==> src/rtl/unpack_pkg.sv <==
// Shared definitions for the 20 x 11-bit unpacked register array and its
// read-side scan engine.
//   DEPTH / WIDTH / AW : array geometry (entries, entry width, index width)
//   state_e            : scan engine states
//   clamp_idx          : out-of-range index -> 0, shared with the write port
package unpack_pkg;

  localparam int unsigned DEPTH = 20;
  localparam int unsigned WIDTH = 11;
  localparam int unsigned AW    = 5;

  typedef enum logic [1:0] {
    StIdle,
    StRun,
    StDrain
  } state_e;

  // Indices at or beyond the array depth alias to entry 0.
  function automatic logic [AW-1:0] clamp_idx(input logic [AW-1:0] idx,
                                              input int unsigned   depth = DEPTH);
    return (32'(idx) >= depth) ? '0 : idx;
  endfunction

endpackage

==> src/rtl/unpack_max_acc.sv <==
// Running maximum / argmax register.
//   ck, rst        : clock, synchronous active-high reset
//   clr            : zero both value and index (wins over en)
//   en, val, idx   : candidate entry; taken only if val is strictly greater
//   max_val/max_idx: current maximum and the index it came from
module unpack_max_acc #(
  parameter int unsigned WIDTH = unpack_pkg::WIDTH,
  parameter int unsigned AW    = unpack_pkg::AW
) (
  input  logic             ck,
  input  logic             rst,
  input  logic             clr,
  input  logic             en,
  input  logic [WIDTH-1:0] val,
  input  logic [AW-1:0]    idx,
  output logic [WIDTH-1:0] max_val,
  output logic [AW-1:0]    max_idx
);

  logic [WIDTH-1:0] max_val_q, max_val_d;
  logic [AW-1:0]    max_idx_q, max_idx_d;

  // Strict compare: on ties the earlier (lower) index is kept.
  always_comb begin
    max_val_d = max_val_q;
    max_idx_d = max_idx_q;
    if (clr) begin
      max_val_d = '0;
      max_idx_d = '0;
    end else if (en && (val > max_val_q)) begin
      max_val_d = val;
      max_idx_d = idx;
    end
  end

  always_ff @(posedge ck) begin
    if (rst) begin
      max_val_q <= '0;
      max_idx_q <= '0;
    end else begin
      max_val_q <= max_val_d;
      max_idx_q <= max_idx_d;
    end
  end

  assign max_val = max_val_q;
  assign max_idx = max_idx_q;

endmodule

==> src/rtl/unpack_scan.sv <==
// Sequential read-side scan of the unpacked register array.
// Walks an inclusive index range through the array's combinational read
// port, streams each entry on a valid/ready port and tracks max/argmax.
//   ck, rst                 : clock, synchronous active-high reset
//   start, first, last      : scan request and inclusive range (IDLE only)
//   busy                    : scan in progress
//   rd_idx, rd_data         : array read address / same-cycle read data
//   out_valid, out_ready    : output handshake
//   out_data, out_idx, out_last : beat payload
//   done                    : one-cycle pulse at scan completion
//   max_val, max_idx        : max of the last completed scan and its index
module unpack_scan #(
  parameter int unsigned DEPTH = unpack_pkg::DEPTH,
  parameter int unsigned WIDTH = unpack_pkg::WIDTH,
  parameter int unsigned AW    = unpack_pkg::AW
) (
  input  logic             ck,
  input  logic             rst,
  input  logic             start,
  input  logic [AW-1:0]    first,
  input  logic [AW-1:0]    last,
  output logic             busy,
  output logic [AW-1:0]    rd_idx,
  input  logic [WIDTH-1:0] rd_data,
  output logic             out_valid,
  input  logic             out_ready,
  output logic [WIDTH-1:0] out_data,
  output logic [AW-1:0]    out_idx,
  output logic             out_last,
  output logic             done,
  output logic [WIDTH-1:0] max_val,
  output logic [AW-1:0]    max_idx
);

  import unpack_pkg::*;

  state_e           state_q, state_d;
  logic [AW-1:0]    ptr_q, ptr_d;
  logic [AW-1:0]    end_idx_q, end_idx_d;
  logic             out_valid_q, out_valid_d;
  logic [WIDTH-1:0] out_data_q, out_data_d;
  logic [AW-1:0]    out_idx_q, out_idx_d;
  logic             out_last_q, out_last_d;
  logic             done_q, done_d;
  logic [AW-1:0]    rd_idx_c;
  logic             acc_clr;
  logic             load;

  always_comb begin
    state_d     = state_q;
    ptr_d       = ptr_q;
    end_idx_d   = end_idx_q;
    out_valid_d = out_valid_q;
    out_data_d  = out_data_q;
    out_idx_d   = out_idx_q;
    out_last_d  = out_last_q;
    done_d      = 1'b0;
    rd_idx_c    = '0;
    acc_clr     = 1'b0;
    load        = 1'b0;

    unique case (state_q)
      StIdle: begin
        if (start) begin
          ptr_d     = clamp_idx(first, DEPTH);
          end_idx_d = clamp_idx(last, DEPTH);
          acc_clr   = 1'b1;
          // Empty range finishes immediately with no beats.
          if (ptr_d > end_idx_d) begin
            done_d = 1'b1;
          end else begin
            state_d = StRun;
          end
        end
      end

      StRun: begin
        rd_idx_c = ptr_q;
        // Load whenever the output slot is empty or being drained this cycle.
        if (!out_valid_q || out_ready) begin
          load        = 1'b1;
          out_valid_d = 1'b1;
          out_data_d  = rd_data;
          out_idx_d   = ptr_q;
          out_last_d  = (ptr_q == end_idx_q);
          ptr_d       = ptr_q + AW'(1);
          if (ptr_q == end_idx_q) begin
            state_d = StDrain;
          end
        end
      end

      StDrain: begin
        if (out_ready) begin
          out_valid_d = 1'b0;
          done_d      = 1'b1;
          state_d     = StIdle;
        end
      end

      default: state_d = StIdle;
    endcase
  end

  always_ff @(posedge ck) begin
    if (rst) begin
      state_q     <= StIdle;
      ptr_q       <= '0;
      end_idx_q   <= '0;
      out_valid_q <= 1'b0;
      out_data_q  <= '0;
      out_idx_q   <= '0;
      out_last_q  <= 1'b0;
      done_q      <= 1'b0;
    end else begin
      state_q     <= state_d;
      ptr_q       <= ptr_d;
      end_idx_q   <= end_idx_d;
      out_valid_q <= out_valid_d;
      out_data_q  <= out_data_d;
      out_idx_q   <= out_idx_d;
      out_last_q  <= out_last_d;
      done_q      <= done_d;
    end
  end

  unpack_max_acc #(
    .WIDTH (WIDTH),
    .AW    (AW)
  ) u_max_acc (
    .ck      (ck),
    .rst     (rst),
    .clr     (acc_clr),
    .en      (load),
    .val     (rd_data),
    .idx     (ptr_q),
    .max_val (max_val),
    .max_idx (max_idx)
  );

  assign busy      = (state_q != StIdle);
  assign rd_idx    = rd_idx_c;
  assign out_valid = out_valid_q;
  assign out_data  = out_data_q;
  assign out_idx   = out_idx_q;
  assign out_last  = out_last_q;
  assign done      = done_q;

endmodule

==> config.mk <==
export PLATFORM = sky130hd
export DESIGN_NAME = unpack_scan
export DESIGN_NICKNAME = d
export VERILOG_FILES = /design/src/rtl/unpack_pkg.sv /design/src/rtl/unpack_max_acc.sv /design/src/rtl/unpack_scan.sv
export SDC_FILE = /design/constraint.sdc
export NUM_CORES = 1
export LEC_CHECK = 0
export ABC_AREA = 1
export BUFFER_PORTS_ARGS = -buffer_cell sky130_fd_sc_hd__clkbuf_2
export CORE_UTILIZATION = 45
export CTS_CLUSTER_DIAMETER = 100
export DETAILED_ROUTE_END_ITERATION = 6
export PLACE_DENSITY = 0.74
export SKIP_CTS_REPAIR_TIMING = 1
export SYNTH_ARGS = -nofsm -noshare
export SYNTH_HDL_FRONTEND = slang
export SYNTH_SLANG_ARGS = --single-unit
==> constraint.sdc <==
create_clock -name ck -period 2.25 [get_ports ck]
set_input_delay 0.3375 -clock ck [delete_from_list [all_inputs] [get_ports ck]]
set_output_delay 0.3375 -clock ck [all_outputs]
set_load 0.005 [all_outputs]
# Word-level counts from Yosys, hierarchy flattened
# Index checks and enable logic that the tools add are counted.
# W data, S select, Z words.
# totals
out_inout_bits	41
in_bits	25
word_cells	59
regBits	47
# op_classes
muxes	23
n_eq_ne	8
add_sub_neg	1
n_reduce_logical	13
magnitude_cmp	4
# ops
cell	count
$mux W5	5
$gt A11 B11 Y1	1
$ge A5 B5 Y1 const B	2
$mux W2	5
$ne A2 B2 Y1 const B	5
$pmux W5 S2	1
$mux W1	9
$pmux W2 S3	1
$reduce_and A3 Y1	2
$reduce_bool A2 Y1	3
$add A5 B1 Y5 const B	1
$eq A5 B5 Y1	1
$gt A5 B5 Y1	1
$reduce_and A5 Y1	1
$pmux W1 S2	2
$reduce_and A2 Y1	2
$eq A2 B1 Y1 const B	1
$eq A2 B2 Y1 const B	1
$logic_not A2 Y1	1
$reduce_or A2 Y1	1
$logic_and A1 B1 Y1	1
$logic_not A1 Y1	1
$logic_or A1 B1 Y1	1

# Logic depth before layout (Yosys ltp)
# logic_depth
depth_word	6
mapped_depth	12
ltp_nobuf	12

# Hierarchy
# From an unflattened synthesis, not the netlist that was laid out.
# unflattened
cells_unflattened	377
hier_area_um2	2591.2
# by_module_without_submodules
module	seq_area_each_um2	area_each_um2	instances	cells_each
unpack_scan	620.6	1526.5	1	216
unpack_max_acc	320.3	1064.8	1	161

# Least setup slack after synthesis
# No wires, ideal clock.
# synth_timing
path_kind	input port to flip-flop
startpoint	input port first[3]
endpoint	register state_q[0]
setup_slack_ns	0.591
required_time_ns	2.185
setup_time_ns	0.065
n_path_buf	0
cell_stages	11
arrival_time_ns	1.594
path_cell_list	o21ai_0 > inv_1 > nor2_1 > ha_1 > nand2_1 > nor2_1 > nand2_1 > nand3_1 > a21oi_1 > a31oi_1 > nor2_1
# synth_via
elab_chain_len	5
# synth_rtl
element	line	rtl
start: declaration	unpack_scan.sv:20	input logic [AW-1:0] first,
$ge A5 B5 Y1	unpack_pkg.sv:21	return (32'(idx) >= depth) ? '0 : idx;
$mux W5 *	unpack_pkg.sv:21	
$gt A5 B5 Y1 *	unpack_scan.sv:69	if (ptr_d > end_idx_d) begin
$ne A2 B2 Y1 (no source line) *	n/a	
$reduce_and A5 Y1 (no source line) *	n/a	
end signal: assignment	unpack_scan.sv:107	state_q <= StIdle;
end signal: assignment	unpack_scan.sv:116	state_q <= state_d;
end: declaration	unpack_scan.sv:37	state_e state_q, state_d;
# Mark *: on every way between the ends. The rest lies on a longest branch, timed or not.
# A chain may end at the register's enable or synchronous reset.

# Worst setup path after layout
# layout_timing
startpoint	register state_q[0]
endpoint	output port rd_idx[0]
# layout_via
elab_chain_len	2
# layout_rtl
element	line	rtl
$eq A2 B1 Y1	unpack_scan.sv:62	unique case (state_q)
$mux W5	unpack_scan.sv:62	
end: declaration	unpack_scan.sv:23	output logic [AW-1:0] rd_idx,
# Every way passes these cells.

==> flow_summary.yaml <==
worst_setup_path:
  cpPeakStageDelay_ns: 0.35
  path_delay_family: "buffers and inverters"
  critPathKind: "flop to output pin"
  crit_slowest_cell: "dfxtp_1"
  start_kind: "flop"
  crit_arrival_ns: 1.46
  path_buf_inv: 3
  crit_chain: "inv_2 -> nor2_4 -> inv_1 -> nor2_1 -> clkbuf_2"
  crit_path_end_kind: "output pin"
  worst-path-max-fanout: 14
  critical_path_required_ns: 1.91
flow_run:
  max-cap-violations: 0
logic_synthesis:
  avgSynthCellArea_um2: 7.23
  ys_async_sr_fraction_pct: 0
  syn_inst: 330
  seq_area_frac_synth_pct: 39.5
  ys.flop_type: "dfxtp_1"
  synth_edf_count: 0
  syn_area_mm2: 0.00238
  synth_cell_type_count: 30
  synth-seq-cells: 47
  yosysWarnings: 0
  synth_fp_nets: 372
placed_design:
  gp_congestion: 0.825
  port_buffers: 65
  dp_hpwl_um: 4150
  preCtsSetupSlack_ns: 0.359
routing:
  wl_per_cell_um: 11.8
  vias: 2322
  drt_iter0_markers: 123
  drc: 0
  via_per_inst: 4.99
  totalWireLength_um: 5510
  drt-pass1-iter-count: 4
  ant_nets: 0
finish:
  nets: 436
  ff_latch_area_um2: 941
  final_core_util_pct: 56.1
  multi_input_area_mm2: 0.00120
  diodes: 0
  nFillCells: 521
  drive_gt1_share_pct: 22.8
  syn2layout_area_growth_pct: 20.1
global_routing:
  first_global_vias: 2020
  grt_max_degree: 26
  grt_pass1_wl_um: 8830
  grt.overflow.total: 0
  grtUsageTotal_pct: 20.5
  antenna_found_initial: 0
timing:
  rsz0062_at_grt: "false"
  fin_ws_ns: 0.453
  tns_ns: 0
  slew_viol_final: 0
  period_minus_slack_ns: 1.80
  hold_viol: 0
  fin_hold_ws_ns: 0.308
  fin_crit_sh_pct: 79.9
  tightestPinTransition_ns: 0.431
  max_slew_margin_pct: 71.3
  fin_skew_ns: 0.00474
  setup_viol: 0
  timing.fmax_mhz: 556
die:
  io_pins: 66
  start_util_pct: 46.7
  die-area_mm2: 0.00559
  fp.dieW_um: 74.8
  die_h_um: 74.8
  design.core.area_mm2: 0.00511
  row_count: 26
cts:
  clockRootBuffer: "clkbuf_8"
  cts_buffers: 5
  numClockSinks: 47
  path_clk_slew_ns: 0.09
  cts_max_path_buffers: 2
  cts_max_level: 2
  cts_tree: "yes"
  clock_latency_ns: 0.30
pwr:
  p_leak_nw: 1.35
  vdd_ir_drop_max_mv: 0.363
  power_mw: 2.24
  power_density_mw_per_mm2: 783
run_status:
  status: "completed"
hold_path:
  hp-class: "input pin to flop"
cell usage in the layout, fill, tap and decap left out, types with 2 or more instances in the layout:
cell type / synthesis / final
o211ai_1: 2 / 2
o21ai_0: 20 / 20
inv_1: 42 / 42
a211oi_1: 7 / 7
nand3_1: 25 / 25
clkbuf_8: 0 / 6
o22ai_1: 3 / 3
dfxtp_1: 47 / 47
buf_4: 2 / 2
clkinv_2: 1 / 2
ha_1: 17 / 17
nor2_1: 41 / 41
nand2_2: 4 / 4
nand2_1: 63 / 63
inv_2: 3 / 3
a21oi_1: 32 / 32
clkbuf_2: 0 / 65
nor2_2: 2 / 2
cell families after synthesis:
group,count (synthesis),share of synthesized area [%]
compound gates,67,15.4
simple gates,140,25.2
fa+ha+maj,17,8.92
buf+inv,57,10.3
xor+xnor,2,0.735
flops,47,39.5
per-layer routing:
layer  routed length, um  vias to the layer above  track usage, %
met5                   0                        -               0
met4                  68                        0            5.66
met3                 299                        8            4.55
met2                2450                       65            33.0
met1                2700                     1045            27.6
li1                    -                     1204               -
worst min-delay path: stages:
cell and delay, ns:
clkbuf_2 0.09, nand3_1 0.07, a21oi_1 0.06
path summary, 6_finish.rpt:
path | startpoint | endpoint | slack (ns) | cells after the start
setup / recovery | state_q[0] | rd_idx[0] | 0.45 | 5
setup reg to reg | u_max_acc.max_val[8] | u_max_acc.max_idx[1] | 0.53 | 9
hold reg to reg | u_max_acc.max_idx[0] | u_max_acc.max_idx[0] | 0.47 | 2
hold / removal | rd_data[0] | u_max_acc.max_val[0] | 0.31 | 3
cells in the mapped netlist (2+ instances only):
master / count / area, um2
o21ai_0: 20 / 100
nand2_1: 63 / 236
buf_6: 2 / 22.5
nor2_1: 41 / 154
buf_4: 2 / 15.0
dfxtp_1: 47 / 941
buf_2: 4 / 20.0
nand2_2: 4 / 25.0
nor2_2: 2 / 12.5
a211oi_1: 7 / 52.6
nand3_1: 25 / 125
o22ai_1: 3 / 18.8
inv_2: 3 / 11.3
clkbuf_1: 2 / 7.51
ha_1: 17 / 213
a21oi_1: 32 / 160
inv_1: 42 / 158
o211ai_1: 2 / 15.0
final cells by class:
type / instances / area share (%)
clock buffers: 6 / 2.88
clock inverters: 2 / 1.22
inverters: 47 / 6.29
multi-input cells: 226 / 41.8
flip-flops and latches: 47 / 32.8
well taps: 70 / 3.06
repair buffers: 67 / 11.9
through the flow:
step / instances / instance area, um2
global placement: 457 / 2750
global route: 465 / 2870
floorplan: 330 / 2380
finish: 465 / 2870
detailed placement: 457 / 2750
CTS: 465 / 2870
power breakdown:
part           total (mW)  internal [mW]  leakage [nW]  switching (mW)
combinational       0.602          0.226         0.904           0.376
clock               0.638          0.360        0.0612           0.279
sequential           1.00          0.930         0.383          0.0727
state kept, by name, indices dropped and copies added, names as in the netlist, 2 cells and up:
name / flops
ptr_q: 5
state_q: 2
out_data: 11
end_idx_q: 5
u_max_acc.max_val: 11
out_idx: 5
u_max_acc.max_idx: 5
Note: power is estimated with default switching activity, not from simulation.
